==> src/rtl/lap_stopwatch_core.sv <==
// lap_stopwatch_core: up/down centisecond stopwatch with preset load, done pulse
// and a lap-capture FIFO feeding the display or a host.
module lap_stopwatch_core #(
    parameter int CLK_HZ    = 100_000_000,
    parameter int TICK_HZ   = 100,
    parameter int MAX_MIN   = 59,
    parameter int LAP_DEPTH = 4
) (
    input  logic                       clk,
    input  logic                       rst_n,
    input  logic                       start_edge,
    input  logic                       reset_edge,
    input  logic                       lap_edge,
    input  logic                       load_edge,
    input  logic                       mode_down,
    input  logic [5:0]                 preset_min,
    input  logic [5:0]                 preset_sec,
    output logic                       running,
    output logic [6:0]                 centiseconds,
    output logic [5:0]                 seconds,
    output logic [5:0]                 minutes,
    output logic                       done,
    input  logic                       lap_rd,
    output logic                       lap_valid,
    output logic [18:0]                lap_data,
    output logic [$clog2(LAP_DEPTH):0] lap_count,
    output logic                       lap_overflow
);
    localparam int DIV = CLK_HZ / TICK_HZ;
    localparam int PW  = $clog2(DIV);
    localparam int AW  = $clog2(LAP_DEPTH);
    localparam int CW  = AW + 1;

    typedef enum logic [1:0] {IDLE, RUN, PAUSE, DONE} state_t;

    state_t        state;
    logic          down;
    logic [PW-1:0] presc;
    logic          tick;
    logic          c_top, s_top, m_top, c_bot, s_bot, m_bot, is_zero, dn_zero;
    logic [6:0]    cs_up, cs_dn;
    logic [5:0]    sec_up, sec_dn, min_up, min_dn, pre_min, pre_sec;

    assign tick    = state == RUN && presc == PW'(DIV - 1);
    assign c_top   = centiseconds == 7'd99;
    assign s_top   = seconds == 6'd59;
    assign m_top   = minutes == 6'(MAX_MIN);
    assign c_bot   = centiseconds == 7'd0;
    assign s_bot   = seconds == 6'd0;
    assign m_bot   = minutes == 6'd0;
    assign is_zero = c_bot && s_bot && m_bot;
    assign cs_up   = c_top ? 7'd0 : centiseconds + 7'd1;
    assign sec_up  = c_top ? (s_top ? 6'd0 : seconds + 6'd1) : seconds;
    assign min_up  = c_top && s_top ? (m_top ? 6'd0 : minutes + 6'd1) : minutes;
    assign cs_dn   = c_bot ? 7'd99 : centiseconds - 7'd1;
    assign sec_dn  = c_bot ? (s_bot ? 6'd59 : seconds - 6'd1) : seconds;
    assign min_dn  = c_bot && s_bot ? (m_bot ? 6'(MAX_MIN) : minutes - 6'd1) : minutes;
    // Only 00:00.01 borrows down to all-zero
    assign dn_zero = m_bot && s_bot && centiseconds == 7'd1;
    assign pre_min = preset_min > 6'(MAX_MIN) ? 6'(MAX_MIN) : preset_min;
    assign pre_sec = preset_sec > 6'd59 ? 6'd59 : preset_sec;

    always_ff @(posedge clk or negedge rst_n) begin
        if (!rst_n) begin
            state        <= IDLE;
            running      <= 1'b0;
            down         <= 1'b0;
            presc        <= '0;
            done         <= 1'b0;
            centiseconds <= 7'd0;
            seconds      <= 6'd0;
            minutes      <= 6'd0;
        end else begin
            done <= 1'b0;
            if (reset_edge) begin
                state        <= IDLE;
                running      <= 1'b0;
                presc        <= '0;
                centiseconds <= 7'd0;
                seconds      <= 6'd0;
                minutes      <= 6'd0;
            end else if (state == RUN) begin
                presc <= tick ? '0 : presc + PW'(1);
                if (tick) begin
                    centiseconds <= down ? cs_dn : cs_up;
                    seconds      <= down ? sec_dn : sec_up;
                    minutes      <= down ? min_dn : min_up;
                end
                if (tick && down && dn_zero) begin
                    state   <= DONE;
                    running <= 1'b0;
                    done    <= 1'b1;
                end else if (start_edge) begin
                    state   <= PAUSE;
                    running <= 1'b0;
                end
            end else if (load_edge) begin
                state        <= IDLE;
                presc        <= '0;
                centiseconds <= 7'd0;
                seconds      <= pre_sec;
                minutes      <= pre_min;
            end else if (start_edge && state != DONE && !(mode_down && is_zero)) begin
                state   <= RUN;
                running <= 1'b1;
                down    <= mode_down;
            end
        end
    end

    logic [18:0]   mem [LAP_DEPTH];
    logic [AW-1:0] rd_ptr, wr_ptr, rd_n;
    logic [CW-1:0] left, cnt_n;
    logic [18:0]   cur, head_n;
    logic          pop, lap_ok, full, push;

    assign cur    = {minutes, seconds, centiseconds};
    assign pop    = lap_rd && lap_count != '0;
    assign lap_ok = lap_edge && (state == RUN || state == PAUSE);
    assign full   = lap_count == CW'(LAP_DEPTH);
    assign push   = lap_ok && (!full || pop);
    assign left   = lap_count - CW'(pop);
    assign cnt_n  = left + CW'(push);
    assign rd_n   = rd_ptr + AW'(pop);
    // A push into an otherwise empty FIFO becomes the head before it lands in mem
    assign head_n = cnt_n == '0 ? 19'd0 : (left == '0 ? cur : mem[rd_n]);

    always_ff @(posedge clk) begin
        if (push && !reset_edge)
            mem[wr_ptr] <= cur;
    end

    always_ff @(posedge clk or negedge rst_n) begin
        if (!rst_n) begin
            rd_ptr       <= '0;
            wr_ptr       <= '0;
            lap_count    <= '0;
            lap_valid    <= 1'b0;
            lap_data     <= 19'd0;
            lap_overflow <= 1'b0;
        end else if (reset_edge) begin
            rd_ptr       <= '0;
            wr_ptr       <= '0;
            lap_count    <= '0;
            lap_valid    <= 1'b0;
            lap_data     <= 19'd0;
            lap_overflow <= 1'b0;
        end else begin
            if (push)
                wr_ptr <= wr_ptr + AW'(1);
            rd_ptr    <= rd_n;
            lap_count <= cnt_n;
            lap_valid <= cnt_n != '0;
            lap_data  <= head_n;
            if (lap_ok && full && !pop)
                lap_overflow <= 1'b1;
        end
    end
endmodule

==> config.mk <==
export PLATFORM = sky130hd
export DESIGN_NAME = lap_stopwatch_core
export DESIGN_NICKNAME = d
export VERILOG_FILES = /design/src/rtl/lap_stopwatch_core.sv
export SDC_FILE = /design/constraint.sdc
export NUM_CORES = 1
export LEC_CHECK = 0
export CAP_MARGIN = 10
export CORE_MARGIN = 2
export CORE_UTILIZATION = 30
export DETAILED_ROUTE_END_ITERATION = 12
export GPL_TIMING_DRIVEN = 0
export SYNTH_ARGS = -nofsm -noshare
export SYNTH_HDL_FRONTEND = slang
export SYNTH_SLANG_ARGS = --single-unit
==> constraint.sdc <==
create_clock -name clk -period 5.5 [get_ports clk]
set_clock_uncertainty 0.15 [all_clocks]
set_input_delay 1.1 -clock clk [delete_from_list [all_inputs] [get_ports clk]]
set_output_delay 1.1 -clock clk [all_outputs]
set_load 0.02 [all_outputs]
# Word-level counts from Yosys, hierarchy flattened
# Memories as Yosys holds them, arrays and structs flattened.
# Index checks and enable logic that the tools add are counted.
# classes
addsub,11
magnitude_cmp,2
n_eq_ne,16
mux,58
n_bitwise,3
n_reduce_logical,41
# op_table
cell,count
$mux W6,20
$mux W20,4
$mux W19,3
$mux W7,7
$add A20 B1 Y20 const B,1
$eq A20 B20 Y1 const B,1
$mux W2,9
$logic_and A1 B1 Y1,17
$mux W1,14
$add A6 B1 Y6 const B,2
$eq A6 B6 Y1 const B,2
$gt A6 B6 Y1 const B,2
$logic_not A6 Y1,2
$ne A4 B3 Y1 const B,3
$reduce_and A4 Y1,3
$reduce_bool A3 Y1,4
$sub A6 B1 Y6 const B,2
$ne A4 B4 Y1 const B,2
$add A7 B1 Y7 const B,1
$eq A7 B1 Y1 const B,1
$eq A7 B7 Y1 const B,1
$logic_not A7 Y1,1
$sub A7 B1 Y7 const B,1
$logic_not A3 Y1,2
other kinds (18),26
# totals
register_bits,72
ramBits,76
inputBits,20
output_inout_bits,45
wordCells,146
memories,1
# mem_list
name,words,word_bits,read_ports,rd_clocked_by_memory_dff,wr,line,text
mem,4,19,1,0,1,111,logic [18:0] mem [LAP_DEPTH];

# Logic depth before layout (Yosys ltp)
# Gate-level depths: netlist of the first run.
# logic_depth
word_depth,10
ltp_mapped,9
ltp_nobuf,8

# Worst setup path after synthesis of the first run
# Ideal clock, no wire load.
# synth_timing
path_kind,input -> register
start,input lap_rd
end,register lap_data[0]
setup_ps,136
arrival_ps,2704
t_required_ps,5214
setup_slack_ps,2510
stages,6
n_path_buf,1
cell_sequence,o31a_1 > ha_1 > clkbuf_1 > mux4_2 > nand2_1 > a21oi_1
# synth_between
elab_chain_len,7
word_cells_on_any_way,12
cone_classes,add/sub (3); mux (3); reduce/logical (5); memory (1)
# synth_rtl
element,line,text
from (decl),23,"input logic lap_rd,"
$logic_and A1 B1 Y1 *,118,assign pop = lap_rd && lap_count != '0;
branches (longest 4 deep; another with $sub A3 B1 Y3),-,
$mux W19 *,126,assign head_n = cnt_n == '0 ? 19'd0 : (left == '0 ? cur : mem[rd_n]);
$mux W19 *,141,end else if (reset_edge) begin
to (signal assigned),154,lap_data <= head_n;
to (decl),25,"output logic [18:0] lap_data,"
# Every way passes the cells marked *.
# A chain may end at the register's enable or synchronous reset.

# Worst setup path in the final report of the first run
# layout_timing
start,input lap_rd
end,register lap_data[10]
# Same word-level chain as after synthesis.

==> results of run 1 <==
## cell families after synthesis
group	Yosys count	synth area share [%]
flip-flops	148	55.4
AND/OR/NAND/NOR	206	15.4
XOR/XNOR	24	2.85
multiplexers	30	7.38
buffers and inverters	67	3.51
AO/OA/AOI/OAI	135	11.7
adder cells (fa/ha/maj)	22	3.73
## sequential cells by signal (all words and copies together), names as in the netlist, 3 cells and up
| signal | cells |
|---|---|
| seconds | 6 |
| lap_count | 3 |
| lap_data | 19 |
| centiseconds | 7 |
| mem | 76 |
| presc | 20 |
| minutes | 6 |
## power breakdown
| part | internal, W | switching (W) | leakage, nW |
|---|---|---|---|
| logic | 0.000502 | 0.000733 | 1.40 |
| clock network | 0.000672 | 0.000487 | 0.284 |
| registers | 0.00126 | 0.0000582 | 1.67 |
| total | 0.00243 | 0.00128 | 3.35 |
## stage by stage
step	hold slack [ns]	cell area, um2
detailed placement	0.347	8430
floorplan	0.315	7370
CTS	0.337	9010
global placement	0.340	8410
global route	0.342	9010
finish	0.344	9010
## how the worst min path moves through the flow
stage	to	start	slack, ns	cells after the start
final	lap_data[14]	rst_n	0.34	1
after global routing	lap_data[17]	rst_n	0.34	1
after CTS	lap_data[14]	rst_n	0.34	1
after detailed placement	presc[8]	presc[8]	0.35	1
after global placement	presc[8]	presc[8]	0.34	1
after floorplan	presc[19]	presc[19]	0.32	1
## area by class of cell
cell class / count / share of cell area (%)
clock buffers: 18 / 4.76
repair buffers: 64 / 7.28
flip-flops and latches: 148 / 45.3
clock inverters: 14 / 1.67
well taps: 324 / 4.50
multi-input cells: 417 / 33.6
inverters: 27 / 1.12
plain buffers: 40 / 1.75
## cell usage in the layout, fill, tap and decap left out, types with 18 or more instances in the layout
master	instances
nor2_1	30
ha_1	22
inv_1	27
edfxtp_1	76
nand3_1	18
xnor2_1	19
clkbuf_1	34
clkdlybuf4s50_1	62
a21oi_1	42
mux4_2	19
nand2_1	57
dfrtp_1	72
o21ai_0	30
## routing by layer
layer | vias to the layer above | part of all wire, % | GRT usage (%)
li1 | 2521 | - | -
met1 | 2569 | 46 | 19.8
met2 | 142 | 47 | 23.5
met3 | 23 | 5.1 | 3.43
met4 | 0 | 1.8 | 5.40
met5 | - | 0 | 0
==> metrics.txt, run 1 <==
largest net degree at the start of global routing 65; total grt overflow 0; first-pass GRT wire length 29.2 mm; peak supply drop 228 uV; diode count 0; power per cell area 412 nW/um2; via count 5255; share of flip-flops with an asynchronous set or reset 48.6%; number of flops mapped to enable cells by yosys 76; pre-CTS setup slack 1.42 ns; cell depth of the worst flop-to-flop path 9; main flop type after synthesis edfxtp_1; area share of the largest cell type after synthesis 31.0%; syn_area_per_cell 11.7 um2; Starting Density 30.4%; DP Cell Count 1020; CP bufs+invs 3; Final Slew Violations 0; reg-to-reg startpoint lap_count[0]; CP required 5.70 ns; Syn. warnings 0; # port buffers 63; clock sinks 148; timing-limited maximum frequency 0.277 GHz; CTS Buf Count 17; flop-to-flop setup slack 2.37 ns; I/O Pins 65; Final period util 65.7%; max incr delay on CP 0.50 ns; post-CTS sizing 0; drt drc 0; count leader, synth edfxtp_1; core region area 24200 um2; RSZ-0062 raised after global routing no; CP endpoint kind flip-flop; outcome completed; vias in the first global route 5182; Synth cell types 78; Layout area overhead 22.3%; Max-slew headroom 27.1%; Final Hold Viols 0; share of layout cells above drive strength 1 10.7%; setup violators final 0; MaxCap Viol Count 0; crit-path cells clkdlybuf4s50_1 -> o31a_1 -> ha_1 -> ha_1 -> xnor2_1 -> and3_1 -> clkbuf_1 -> clkbuf_1 -> nand2_1 -> a21oi_1; power consumption 0.00371 W; Crit path depth 10; Synth Net Count 674; Vias per Instance 5.00; Skew-Pair Late Insertion Delay 0.44 ns; worst path arrival time 3.82 ns; worst setup margin 1.88 ns; total setup buffers inserted after CTS 0; TNS Setup 0 ns; Multi-input gate area 3030 um2; Routed WL 18.5 mm; die width 161 um; minimum clock period 3.62 ns; LEAKAGE 3.35 nW; FF-to-FF End lap_data[10]; First DRT Iteration DRCs 412; worst-path fanout max 10; fin cells 1052; CTS Buffer Depth 2; Post-synth top cells 76 x edfxtp_1, 72 x dfrtp_1, 57 x nand2_1; H-Tree Depth 4; DRT Pass-1 Iters 5; post-cts hold buffer count 0; Util after Layout 37.2%; Synth area leaders edfxtp_1 31%, dfrtp_1 24%, mux4_2 5.8%; cell area after synthesis 7370 um2; CP startpoint kind primary input; total track usage 14.8%; WL/cell 17.6 um; synthesized flop and latch total 148; Final Net Count 757; routability congestion estimate from global placement 0.818; crit path to lap_data[10]; Worst-Margin Slew 1.09 ns; # fillers 2376; die area 25800 um2; root buffer cell clkbuf_16; register area 4080 um2; Seq/Total Area, Yosys 55.4%; die height 161 um; biggest area consumer among synthesized cells edfxtp_1; worst min path class primary input to async pin; Clock transition at path regs 0.07 ns; Critical Path Source lap_rd; initial antenna violation count 0; hpwl dp 12.7 mm; cell family with most CP delay buffers and inverters; Final ANT Viol Nets 0; crit path kind primary input to flip-flop; Crit-path slowest cell clkbuf_1; CTS tree built; std cell rows 57; Post-Syn Instances 632
Note: power is estimated with default switching activity, not from simulation.
==> run 2: changes to the inputs <==
clock period = 3.5 ns   (was 5.5 ns; I/O delays follow)
==> run 2 against run 1 <==
Against the previous run: non-clock buffer count is 1 higher; flip-flop and latch count stayed put; combinational power is 58% higher; hold slack better by 0.0070 ns; clock power is 57% higher; final cell count hardly changed; final area is 0.11% higher; worst setup slack worse by 1.6 ns; sequential share of layout area is 0.050 points lower; critical path type unchanged; critical endpoint unchanged.
==> metrics.txt, run 2 (synthesized netlist as in run 1, its figures left out) <==
die height 161 um (unchanged); I/O Pins 65 (unchanged); Largest register FFs 76 (unchanged); power per cell area 646 nW/um2 (+57%); design area 9020 um2 (+0.11%); LEAKAGE 3.36 nW (+0.12%); timing-limited maximum frequency 0.312 GHz; CP endpoint kind flip-flop; diode count 0 (unchanged); CP startpoint kind primary input; crit-path cells clkdlybuf4s50_1 -> o31a_1 -> ha_1 -> ha_1 -> xnor2_1 -> and3_1 -> clkbuf_1 -> clkbuf_1 -> nand2_1 -> a21oi_1; Routed WL 18.5 mm (about the same); share of layout cells above drive strength 1 10.7% (-0.015 points); Layout area overhead 22.4%; Final Slew Violations 0 (unchanged); Final Hold Viols 0 (unchanged); die area 25800 um2 (unchanged); routability congestion estimate from global placement 0.818 (unchanged); CTS Buf Count 17 (unchanged); Most flops, register mem; CTS Buffer Depth 2 (unchanged); DRT Pass-1 Iters 5 (unchanged); Skew-Pair Late Insertion Delay 0.43 ns (about the same); Sw Pwr 0.00200 W (+57%); Final ANT Viol Nets 0 (unchanged); core region area 24200 um2 (unchanged); first-pass GRT wire length 29.2 mm (unchanged); vias in the first global route 5182 (unchanged); crit path kind primary input to flip-flop; worst setup margin 0.291 ns (-1.59 ns); Final period util 91.7%; initial antenna violation count 0 (unchanged); outcome completed; CTS tree built; Worst-Margin Slew 1.09 ns (-0.000473 ns); H-Tree Depth 4 (unchanged); hpwl dp 12.7 mm (unchanged); minimum clock period 3.21 ns; MaxCap Viol Count 0 (unchanged); via count 5264 (+0.17%); Max-slew headroom 27.1% (+0.032 points); most frequent cells in the layout 76 x edfxtp_1, 72 x dfrtp_1, 62 x clkdlybuf4s50_1; Largest regs mem: 76 flops, presc: 20 flops, lap_data: 19 flops; Vias per Instance 5.00 (about the same); combinational share of power 33.3% (about the same); WL/cell 17.6 um (about the same); Clock transition at path regs 0.06 ns (about the same); setup violators final 0 (unchanged); RSZ-0062 raised after global routing no; cell family with most CP delay buffers and inverters; Starting Density 30.4% (unchanged); Clock power frac 31.2% (about the same); Reg power frac 35.5% (about the same); total grt overflow 0 (unchanged); clock sinks 148 (unchanged); CP required 3.70 ns (-2.00 ns); drt drc 0 (unchanged); post-placement cell area 8430 um2 (unchanged); total track usage 14.8% (unchanged); max incr delay on CP 0.49 ns (about the same); First DRT Iteration DRCs 422 (+2.4%); root buffer cell clkbuf_16; commonest non-fill, non-tap cell in the layout edfxtp_1; Final Net Count 758 (+0.13%); # port buffers 63 (unchanged); die width 161 um (unchanged); CP bufs+invs 3 (unchanged); peak supply drop 356 uV (+56%); largest net degree at the start of global routing 65 (unchanged); worst path arrival time 3.41 ns (-0.41 ns); Crit-path slowest cell clkbuf_1; Int Power 0.00382 W (+57%); worst-path fanout max 10 (unchanged); std cell rows 57 (unchanged); worst min path class flip-flop to flip-flop; pre-CTS setup slack -0.179 ns (-1.60 ns); Switching Fraction 34.4% (-0.041 points)
## run 2: changes by cell type in the layout (fill, tap and decap cells not counted), sizes merged
| cell | change |
|---|---|
| dlygate4sd3 | +1 |
## run 2: repair_timing
item                      CTS  global route
resized for setup           0             0
hold endpoints to repair    8             0
setup buffers               0             0
hold buffers                1             0
## run 2: metrics by stage
step	total power [W]	utilization, %	std cells	setup TNS [ns]	hold WS, ns
floorplan	0.00338	-	632	0	0.254
global placement	0.00404	34.7	1019	-100.63	0.340
detailed placement	0.00407	34.8	1020	-7.69	0.347
CTS	0.00589	37.2	1053	0	0.355
global route	0.00613	37.2	1053	0	0.380
finish	0.00583	37.2	1053	0	0.351
## run 2: per-layer routing
metal	vias to the layer above	part of all wire, %	track usage (%)	wire length [um]
li1	2524	-	-	-
met1	2571	46	19.8	8500
met2	145	47	23.5	8760
met3	24	5.0	3.41	927
met4	0	1.7	5.40	317
met5	-	0	0	0
## run 2: final cells by class
type / instances / area, um2
multi-input combinational: 417 / 3030
clock inverter: 14 / 150
fill: 2375 / 15200
timing repair buffer: 65 / 666
clock buffer: 18 / 429
buffer: 40 / 158
sequential: 148 / 4080
tap: 324 / 405
inverter: 27 / 101
## run 2: worst reg2reg max path, stage by stage (launching register included)
cell,delay (ns)
dfrtp_1,0.41
o31a_1,0.36
ha_1,0.20
ha_1,0.19
xnor2_1,0.26
and3_1,0.19
clkbuf_1,0.49
clkbuf_1,0.49
nand2_1,0.15
a21oi_1,0.16
## run 2: final timing paths
check	from	endpoint	slack, ns	cells after the start
min	presc[8]	presc[8]	0.35	1
max in group asynchronous	rst_n	state[0]	2.12	3
min reg2reg	presc[8]	presc[8]	0.35	1
max reg2reg	lap_count[0]	lap_data[10]	0.38	9
min in group asynchronous	rst_n	lap_data[15]	0.50	2
max	lap_rd	lap_data[10]	0.29	10
## run 2: power by group through the flow
stage / logic [W] / clock network, W / registers (W)
2_1_floorplan: 0.00117 / 0 / 0.00220
3_3_place_gp: 0.00194 / 0 / 0.00210
3_5_place_dp: 0.00196 / 0 / 0.00210
4_1_cts: 0.00198 / 0.00185 / 0.00207
6_report: 0.00194 / 0.00182 / 0.00207
5_1_grt: 0.00212 / 0.00192 / 0.00208
